File: src/rtl/prefetch_pkg.sv
// Shared types and sizing helpers for the Wishbone single-line read-prefetch buffer.
package prefetch_pkg;

  localparam int unsigned STAT_W = 16;

  typedef enum logic [1:0] {
    IDLE  = 2'd0,
    FILL  = 2'd1,
    WRITE = 2'd2,
    RESP  = 2'd3
  } pf_state_t;

  function automatic int unsigned off_w(input int unsigned line_words);
    return $clog2(line_words);
  endfunction

endpackage

File: src/rtl/wb_prefetch_line.sv
// One cached line: tag/valid, word storage, hit compare, fill port and write-through byte merge.
module wb_prefetch_line
  import prefetch_pkg::*;
#(
  parameter int unsigned LINE_WORDS = 4,
  parameter int unsigned ADDR_W     = 10
) (
  input  logic              clk,
  input  logic              reset,
  input  logic              i_flush,
  input  logic [ADDR_W-1:0] i_lookup_addr,
  output logic              o_hit_c,
  output logic [31:0]       o_rdata_c,
  input  logic              i_fill_en,
  input  logic              i_fill_last,
  input  logic              i_fill_keep,
  input  logic [ADDR_W-1:0] i_fill_addr,
  input  logic [31:0]       i_fill_data,
  input  logic              i_wr_en,
  input  logic [ADDR_W-1:0] i_wr_addr,
  input  logic [3:0]        i_wr_sel,
  input  logic [31:0]       i_wr_data
);

  localparam int unsigned OFF_W = off_w(LINE_WORDS);
  localparam int unsigned TAG_W = ADDR_W - OFF_W;

  logic             r_valid;
  logic [TAG_W-1:0] r_tag;
  logic [31:0]      r_data [LINE_WORDS];
  logic             w_wr_hit;
  logic [31:0]      w_merged;

  assign o_hit_c   = r_valid && (r_tag == i_lookup_addr[ADDR_W-1:OFF_W]);
  assign o_rdata_c = r_data[i_lookup_addr[OFF_W-1:0]];
  assign w_wr_hit  = i_wr_en && r_valid && (r_tag == i_wr_addr[ADDR_W-1:OFF_W]);

  // Byte-lane merge of write-through data into the cached word
  always_comb begin
    w_merged = r_data[i_wr_addr[OFF_W-1:0]];
    for (int b = 0; b < 4; b++) begin
      if (i_wr_sel[b]) w_merged[8*b +: 8] = i_wr_data[8*b +: 8];
    end
  end

  // Line becomes valid only on the last beat, and only if no flush arrived during the fill
  always_ff @(posedge clk) begin
    if (reset) begin
      r_valid <= 1'b0;
      r_tag   <= '0;
    end else if (i_fill_en) begin
      r_tag   <= i_fill_addr[ADDR_W-1:OFF_W];
      r_valid <= i_fill_last && i_fill_keep;
    end else if (i_flush) begin
      r_valid <= 1'b0;
    end
  end

  always_ff @(posedge clk) begin
    if (i_fill_en) begin
      r_data[i_fill_addr[OFF_W-1:0]] <= i_fill_data;
    end else if (w_wr_hit) begin
      r_data[i_wr_addr[OFF_W-1:0]] <= w_merged;
    end
  end

endmodule

File: src/rtl/wb_prefetch_buffer.sv
// Wishbone read-prefetch buffer: line fill on read miss, single-cycle hits, write-through to RAM.
module wb_prefetch_buffer
  import prefetch_pkg::*;
#(
  parameter int unsigned LINE_WORDS = 4,
  parameter int unsigned ADDR_W     = 10,
  parameter logic [19:0] BASE_ADDR  = 20'h38000
) (
  input  logic              clk,
  input  logic              reset,
  input  logic              wbs_cyc_i,
  input  logic              wbs_stb_i,
  input  logic              wbs_we_i,
  input  logic [3:0]        wbs_sel_i,
  input  logic [31:0]       wbs_adr_i,
  input  logic [31:0]       wbs_dat_i,
  output logic              wbs_ack_o,
  output logic [31:0]       wbs_dat_o,
  input  logic              flush,
  output logic              mem_en,
  output logic [3:0]        mem_we,
  output logic [ADDR_W-1:0] mem_addr,
  output logic [31:0]       mem_wdata,
  input  logic [31:0]       mem_rdata,
  input  logic              mem_ack,
  output logic [STAT_W-1:0] stat_hits,
  output logic [STAT_W-1:0] stat_misses
);

  localparam int unsigned      OFF_W     = off_w(LINE_WORDS);
  localparam logic [OFF_W-1:0] LAST_BEAT = OFF_W'(LINE_WORDS - 1);

  pf_state_t         r_state, w_state_nxt;
  logic              r_ack, w_ack_nxt;
  logic [31:0]       r_dat, w_dat_nxt;
  logic              r_mem_en, w_mem_en_nxt;
  logic [3:0]        r_mem_we, w_mem_we_nxt;
  logic [ADDR_W-1:0] r_mem_addr, w_mem_addr_nxt;
  logic [31:0]       r_mem_wdata, w_mem_wdata_nxt;
  logic [OFF_W-1:0]  r_beat, w_beat_nxt, w_beat_inc;
  logic [OFF_W-1:0]  r_off, w_off_nxt;
  logic [31:0]       r_resp_word, w_resp_word_nxt;
  logic              r_drop, w_drop_nxt;
  logic              r_fpend, w_fpend_nxt;
  logic [STAT_W-1:0] r_stat_hits, w_hits_nxt;
  logic [STAT_W-1:0] r_stat_misses, w_misses_nxt;

  logic              w_req, w_hit, w_hit_c, w_abandon, w_last_ack;
  logic [ADDR_W-1:0] w_word;
  logic [31:0]       w_line_rdata;
  logic              w_unused_adr;

  assign w_word       = wbs_adr_i[ADDR_W+1:2];
  assign w_req        = wbs_cyc_i && wbs_stb_i && (wbs_adr_i[31:12] == BASE_ADDR) && !r_ack;
  assign w_hit        = w_hit_c && !flush;
  assign w_abandon    = r_drop || !wbs_cyc_i;
  assign w_last_ack   = mem_ack && (r_beat == LAST_BEAT);
  assign w_beat_inc   = r_beat + 1'b1;
  assign w_unused_adr = ^wbs_adr_i[1:0];

  wb_prefetch_line #(
    .LINE_WORDS (LINE_WORDS),
    .ADDR_W     (ADDR_W)
  ) u_line (
    .clk           (clk),
    .reset         (reset),
    .i_flush       (flush),
    .i_lookup_addr (w_word),
    .o_hit_c       (w_hit_c),
    .o_rdata_c     (w_line_rdata),
    .i_fill_en     ((r_state == FILL) && mem_ack),
    .i_fill_last   (r_beat == LAST_BEAT),
    .i_fill_keep   (!(r_fpend || flush)),
    .i_fill_addr   (r_mem_addr),
    .i_fill_data   (mem_rdata),
    .i_wr_en       ((r_state == WRITE) && mem_ack),
    .i_wr_addr     (r_mem_addr),
    .i_wr_sel      (r_mem_we),
    .i_wr_data     (r_mem_wdata)
  );

  always_ff @(posedge clk) begin
    if (reset) r_state <= IDLE;
    else       r_state <= w_state_nxt;
  end

  always_comb begin
    w_state_nxt = r_state;
    case (r_state)
      IDLE: begin
        if (w_req) begin
          if (wbs_we_i)   w_state_nxt = WRITE;
          else if (w_hit) w_state_nxt = RESP;
          else            w_state_nxt = FILL;
        end
      end
      FILL:    if (w_last_ack) w_state_nxt = w_abandon ? IDLE : RESP;
      WRITE:   if (mem_ack)    w_state_nxt = w_abandon ? IDLE : RESP;
      RESP:    w_state_nxt = IDLE;
      default: w_state_nxt = IDLE;
    endcase
  end

  // Next values of every registered output and datapath register
  always_comb begin
    w_ack_nxt       = 1'b0;
    w_dat_nxt       = '0;
    w_mem_en_nxt    = r_mem_en;
    w_mem_we_nxt    = r_mem_we;
    w_mem_addr_nxt  = r_mem_addr;
    w_mem_wdata_nxt = r_mem_wdata;
    w_beat_nxt      = r_beat;
    w_off_nxt       = r_off;
    w_resp_word_nxt = r_resp_word;
    w_drop_nxt      = r_drop;
    w_fpend_nxt     = r_fpend;
    w_hits_nxt      = r_stat_hits;
    w_misses_nxt    = r_stat_misses;
    case (r_state)
      IDLE: begin
        if (w_req) begin
          w_drop_nxt  = 1'b0;
          w_fpend_nxt = 1'b0;
          if (wbs_we_i) begin
            w_mem_en_nxt    = 1'b1;
            w_mem_we_nxt    = wbs_sel_i;
            w_mem_wdata_nxt = wbs_dat_i;
            w_mem_addr_nxt  = w_word;
          end else if (w_hit) begin
            w_ack_nxt = 1'b1;
            w_dat_nxt = w_line_rdata;
            if (r_stat_hits != '1) w_hits_nxt = r_stat_hits + 1'b1;
          end else begin
            w_mem_en_nxt   = 1'b1;
            w_mem_we_nxt   = '0;
            w_mem_addr_nxt = {w_word[ADDR_W-1:OFF_W], OFF_W'(0)};
            w_beat_nxt     = '0;
            w_off_nxt      = w_word[OFF_W-1:0];
            if (r_stat_misses != '1) w_misses_nxt = r_stat_misses + 1'b1;
          end
        end
      end
      FILL: begin
        if (!wbs_cyc_i) w_drop_nxt  = 1'b1;
        if (flush)      w_fpend_nxt = 1'b1;
        if (mem_ack) begin
          if (r_beat == r_off) w_resp_word_nxt = mem_rdata;
          w_beat_nxt     = w_beat_inc;
          w_mem_addr_nxt = {r_mem_addr[ADDR_W-1:OFF_W], w_beat_inc};
          if (r_beat == LAST_BEAT) begin
            w_mem_en_nxt   = 1'b0;
            w_mem_addr_nxt = r_mem_addr;
            w_ack_nxt      = !w_abandon;
            if (!w_abandon) w_dat_nxt = (r_beat == r_off) ? mem_rdata : r_resp_word;
          end
        end
      end
      WRITE: begin
        if (!wbs_cyc_i) w_drop_nxt = 1'b1;
        if (mem_ack) begin
          w_mem_en_nxt = 1'b0;
          w_mem_we_nxt = '0;
          w_ack_nxt    = !w_abandon;
        end
      end
      default: ;
    endcase
  end

  always_ff @(posedge clk) begin
    if (reset) begin
      r_ack         <= 1'b0;
      r_dat         <= '0;
      r_mem_en      <= 1'b0;
      r_mem_we      <= '0;
      r_mem_addr    <= '0;
      r_mem_wdata   <= '0;
      r_beat        <= '0;
      r_off         <= '0;
      r_resp_word   <= '0;
      r_drop        <= 1'b0;
      r_fpend       <= 1'b0;
      r_stat_hits   <= '0;
      r_stat_misses <= '0;
    end else begin
      r_ack         <= w_ack_nxt;
      r_dat         <= w_dat_nxt;
      r_mem_en      <= w_mem_en_nxt;
      r_mem_we      <= w_mem_we_nxt;
      r_mem_addr    <= w_mem_addr_nxt;
      r_mem_wdata   <= w_mem_wdata_nxt;
      r_beat        <= w_beat_nxt;
      r_off         <= w_off_nxt;
      r_resp_word   <= w_resp_word_nxt;
      r_drop        <= w_drop_nxt;
      r_fpend       <= w_fpend_nxt;
      r_stat_hits   <= w_hits_nxt;
      r_stat_misses <= w_misses_nxt;
    end
  end

  assign wbs_ack_o   = r_ack;
  assign wbs_dat_o   = r_dat;
  assign mem_en      = r_mem_en;
  assign mem_we      = r_mem_we;
  assign mem_addr    = r_mem_addr;
  assign mem_wdata   = r_mem_wdata;
  assign stat_hits   = r_stat_hits;
  assign stat_misses = r_stat_misses;

endmodule
File: config.mk
export PLATFORM = sky130hd
export DESIGN_NAME = wb_prefetch_buffer
export DESIGN_NICKNAME = d
export VERILOG_FILES = /design/src/rtl/prefetch_pkg.sv /design/src/rtl/wb_prefetch_line.sv /design/src/rtl/wb_prefetch_buffer.sv
export SDC_FILE = /design/constraint.sdc
export NUM_CORES = 1
export LEC_CHECK = 0
export ABC_AREA = 1
export BUFFER_PORTS_ARGS = -buffer_cell sky130_fd_sc_hd__buf_2
export CAP_MARGIN = 20
export CELL_PAD_IN_SITES_DETAIL_PLACEMENT = 0
export CELL_PAD_IN_SITES_GLOBAL_PLACEMENT = 1
export CORE_ASPECT_RATIO = 1.25
export CORE_UTILIZATION = 38
export CTS_CLUSTER_SIZE = 28
export DETAILED_ROUTE_END_ITERATION = 12
export PLACE_DENSITY_LB_ADDON = 0.12
export SLEW_MARGIN = 20
export SYNTH_ARGS = -nofsm -noshare
export SYNTH_HDL_FRONTEND = slang
export SYNTH_HIERARCHICAL = 1
export SYNTH_SLANG_ARGS = --single-unit
File: constraint.sdc
create_clock -name clk -period 2.6 [get_ports clk]
set_clock_uncertainty 0.1 [all_clocks]
set_input_delay 0.52 -clock clk [delete_from_list [all_inputs] [get_ports clk]]
set_output_delay 0.52 -clock clk [all_outputs]
set_load 0.01 [all_outputs]
==> run_results.csv <==
group,metric,value,unit
placement,port_buffers,216,
layout,fillers,3355,
clock_tree,clk_latency,0.53,ns
clock_tree,cts_max_level,2,
critical_path,setup.worst_path.end_class,"flop",
yosys,synth_top_area_share,0.291,
layout,nets,1941,
yosys,seq_area_frac_synth,0.536,
timing,post-route-min-period,2.44,ns
pwr,p_comb_frac,0.192,
detailed_routing,met1_length,15700,um
detailed_routing,dr.pass1.iters,5,
yosys,syn-cell-area,13200,um^2
layout,design_area,16400,um^2
layout,area_growth_syn_to_layout,24.6,%
global_route,grt_usage,0.211,
yosys,synthTopCellsByArea,"edfxtp_1 29%, dfxtp_1 24%, nand2_1 11%",
timing,hold_violations,0,
detailed_routing,dr_wl_met3,2170,um
placement,dp_hpwl,24600,um
die,core_area,33900,um^2
detailed_routing,drt_iter0_drc,554,
clock_tree,cts_root_buffer,"clkbuf_16",
pwr,p_per_area,750,nW/um^2
detailed_routing,vias_per_cell,4.95,
layout,drive_above_1_share,0.238,
yosys,postSynthCellCount,1602,
flow_run,cap_viol_max_count,0,
detailed_routing,top_layer,"met5",
global_route,grt_pass1_vias,11100,
timing,relSlewSlack,0.495,
die,io_pins,219,
pwr,pwr-share-clk,0.391,
pwr,swShare,0.295,
detailed_routing,wl_met2,18200,um
die,die_width,169,um
yosys,synth_cell_types,41,
pwr,p_seq_frac,0.417,
timing,tightest_slew,0.757,ns
die,die_height,210,um
critical_path,path_class,"flop to flop",
yosys,synthArstFlopShare,0,
clock_tree,cts.sinks,289,
yosys,synth_warnings,6,
die,dieArea,35500,um^2
die,row_count,75,
timing,finalSetupViolCount,0,
timing,period_share,0.940,
pwr,p_switching,3640,uW
yosys,syn_area_per_cell,8.24,um^2
clock_tree,tritoncts,"built",
detailed_routing,vias,11500,
min_path,min_path_type,"primary input to flop",
critical_path,arrival,2.53,ns
detailed_routing,wl,36900,um
placement,place_area,15100,um^2
placement,numPlacedInstances,2242,
outcome,status,"complete, no violations",
clock_tree,clockBufferDepth,3,
layout,final-instance-count-excl-fill,2315,
yosys,yosys.area.top_type,"edfxtp_1",
clock_tree,numCtsBuffers,34,
die,start_util,0.389,
pwr,p_leak,0.00643,uW
clock_tree,clk_pin_slew,0.07,ns
placement,gp_congestion,0.826,
clock_tree,ctsHoldBuffers,0,
yosys,ys_ff_latch,289,
detailed_routing,drc,0,
yosys,synth_nets,1716,
pwr,vdd_drop_max,0.489,mV
yosys,synth_ff_type,"dfxtp_1",
timing,fin_hold_ws,0.153,ns
pwr,p_int,8700,uW
global_route,antenna_found_initial,5,
global_route,grt_start_max_net_pins,137,
timing,drv_slew,0,
critical_path,worstPathRequired,2.69,ns
detailed_routing,antenna_left,0,
yosys,synth-edff-count,128,
global_route,grt_pass1_wl,58800,um
critical_path,crit_path_start_kind,"flop",
timing,max_freq,0.409,GHz
detailed_routing,wire_per_inst,15.9,um
global_route,grt-ovfl-total,0,
critical_path,cp_max_fo,8,
timing,setup_tns,0,ns
## area by class of cell
type,instances,area [um^2],area share
well taps,462,578,0.0352
flip-flops and latches,289,7070,0.430
clock inverters,18,170,0.0104
diodes,1,2.50,0.000152
multi-input cells,1104,5490,0.334
clock buffers,43,957,0.0582
repair buffers,270,1690,0.103
inverters,128,484,0.0295
## kinds of logic after synthesis
logic type,Yosys count,synth area share
simple gates,812,0.271
compound gates,269,0.111
xor+xnor,16,0.0106
buf+inv,209,0.0643
fa+ha+maj,7,0.00664
flops,289,0.536
## state kept, by name, summed over array words and instances (netlist names)
name and flops:
u_line/r_data 128, mem_wdata 32, r_resp_word 32, wbs_dat_o 32
stat_hits 16, stat_misses 16, mem_addr 10, u_line/r_tag 8
mem_we 4, r_beat 2, r_off 2, r_state 2
mem_en 1, r_drop 1, r_fpend 1, u_line/r_valid 1
wbs_ack_o 1
## critical path, stage by stage (launching register included)
cell	delay (ns)
dfxtp_2	0.35
inv_2	0.06
ha_4	0.18
nand2_4	0.07
inv_4	0.04
nor2_2	0.06
nand2_1	0.06
nor2_2	0.11
nand3_2	0.09
nor2_4	0.19
o21ai_4	0.10
nand2_4	0.11
nand2_1	0.06
nand2_2	0.12
nand2_4	0.12
nor2_4	0.26
## final timing paths
check | start | to | slack, ns | depth (start not counted)
hold reg to reg | mem_en$_SDFFE_PP0P_ | mem_en$_SDFFE_PP0P_ | 0.36 | 2
setup / recovery | r_state[1]$_SDFFE_PP0P_ | u_line/r_data[2][30]$_DFFE_PP_ | 0.16 | 15
hold / removal | wbs_sel_i[1] | mem_we[1]$_SDFFE_PP0P_ | 0.15 | 3
setup reg to reg | r_state[1]$_SDFFE_PP0P_ | u_line/r_data[2][30]$_DFFE_PP_ | 0.16 | 15
## metal layers
metal  up-vias  GRT usage
met4         8     0.0596
met2       268      0.370
met3        54     0.0468
met5         -          0
met1      5333      0.258
li1       5807          -
## what timing repair did
item                                    in CTS  in global routing
resized for setup                            0                 14
endpoints found under the hold margin        0                  0
setup buffers                                0                 11
endpoints found under the setup margin       0                245
## synth_stat cells (34+ instances only)
| master | number |
|---|---|
| inv_1 | 119 |
| nand2_1 | 396 |
| nor2_1 | 175 |
| or2_2 | 34 |
| o22ai_1 | 34 |
| dfxtp_1 | 161 |
| nand3_1 | 114 |
| nand4_1 | 50 |
| o21ai_0 | 80 |
| edfxtp_1 | 128 |
| a21oi_1 | 129 |
| clkbuf_1 | 54 |
## power groups by stage
stage	logic, uW	registers, uW	clock network (uW)
2_1_floorplan	1610	5210	0
4_1_cts	2320	5140	4940
3_3_place_gp	2290	5220	0
3_5_place_dp	2310	5230	0
6_report	2370	5140	4830
5_1_grt	2680	5160	5120
## through the flow
| stage | util | power (uW) | worst slack, ns |
|---|---|---|---|
| 6_report | 0.485 | 12300 | 0.157 |
| 5_1_grt | 0.485 | 13000 | -0.0107 |
| 4_1_cts | 0.479 | 12400 | 0.0219 |
| 3_5_place_dp | 0.446 | 7550 | -0.0339 |
| 3_3_place_gp | 0.446 | 7520 | -0.00979 |
| 2_1_floorplan | - | 6820 | 0.000654 |
## placed cells by master, fill, tap and decap left out, drive strengths merged, types with 11 or more instances in the layout
| master | synthesis | final |
|---|---|---|
| inv | 126 | 128 |
| o21ai | 82 | 82 |
| nor3 | 12 | 12 |
| dfxtp | 161 | 161 |
| nand4 | 50 | 50 |
| edfxtp | 128 | 128 |
| clkbuf | 54 | 43 |
| nand3 | 119 | 119 |
| a21oi | 138 | 138 |
| clkinv | 2 | 15 |
| or2 | 34 | 34 |
| buf | 27 | 270 |
| nor2 | 184 | 184 |
| o22ai | 34 | 34 |
| nand2 | 408 | 408 |
| xnor2 | 11 | 11 |
Power figures use the tool's default switching activity.
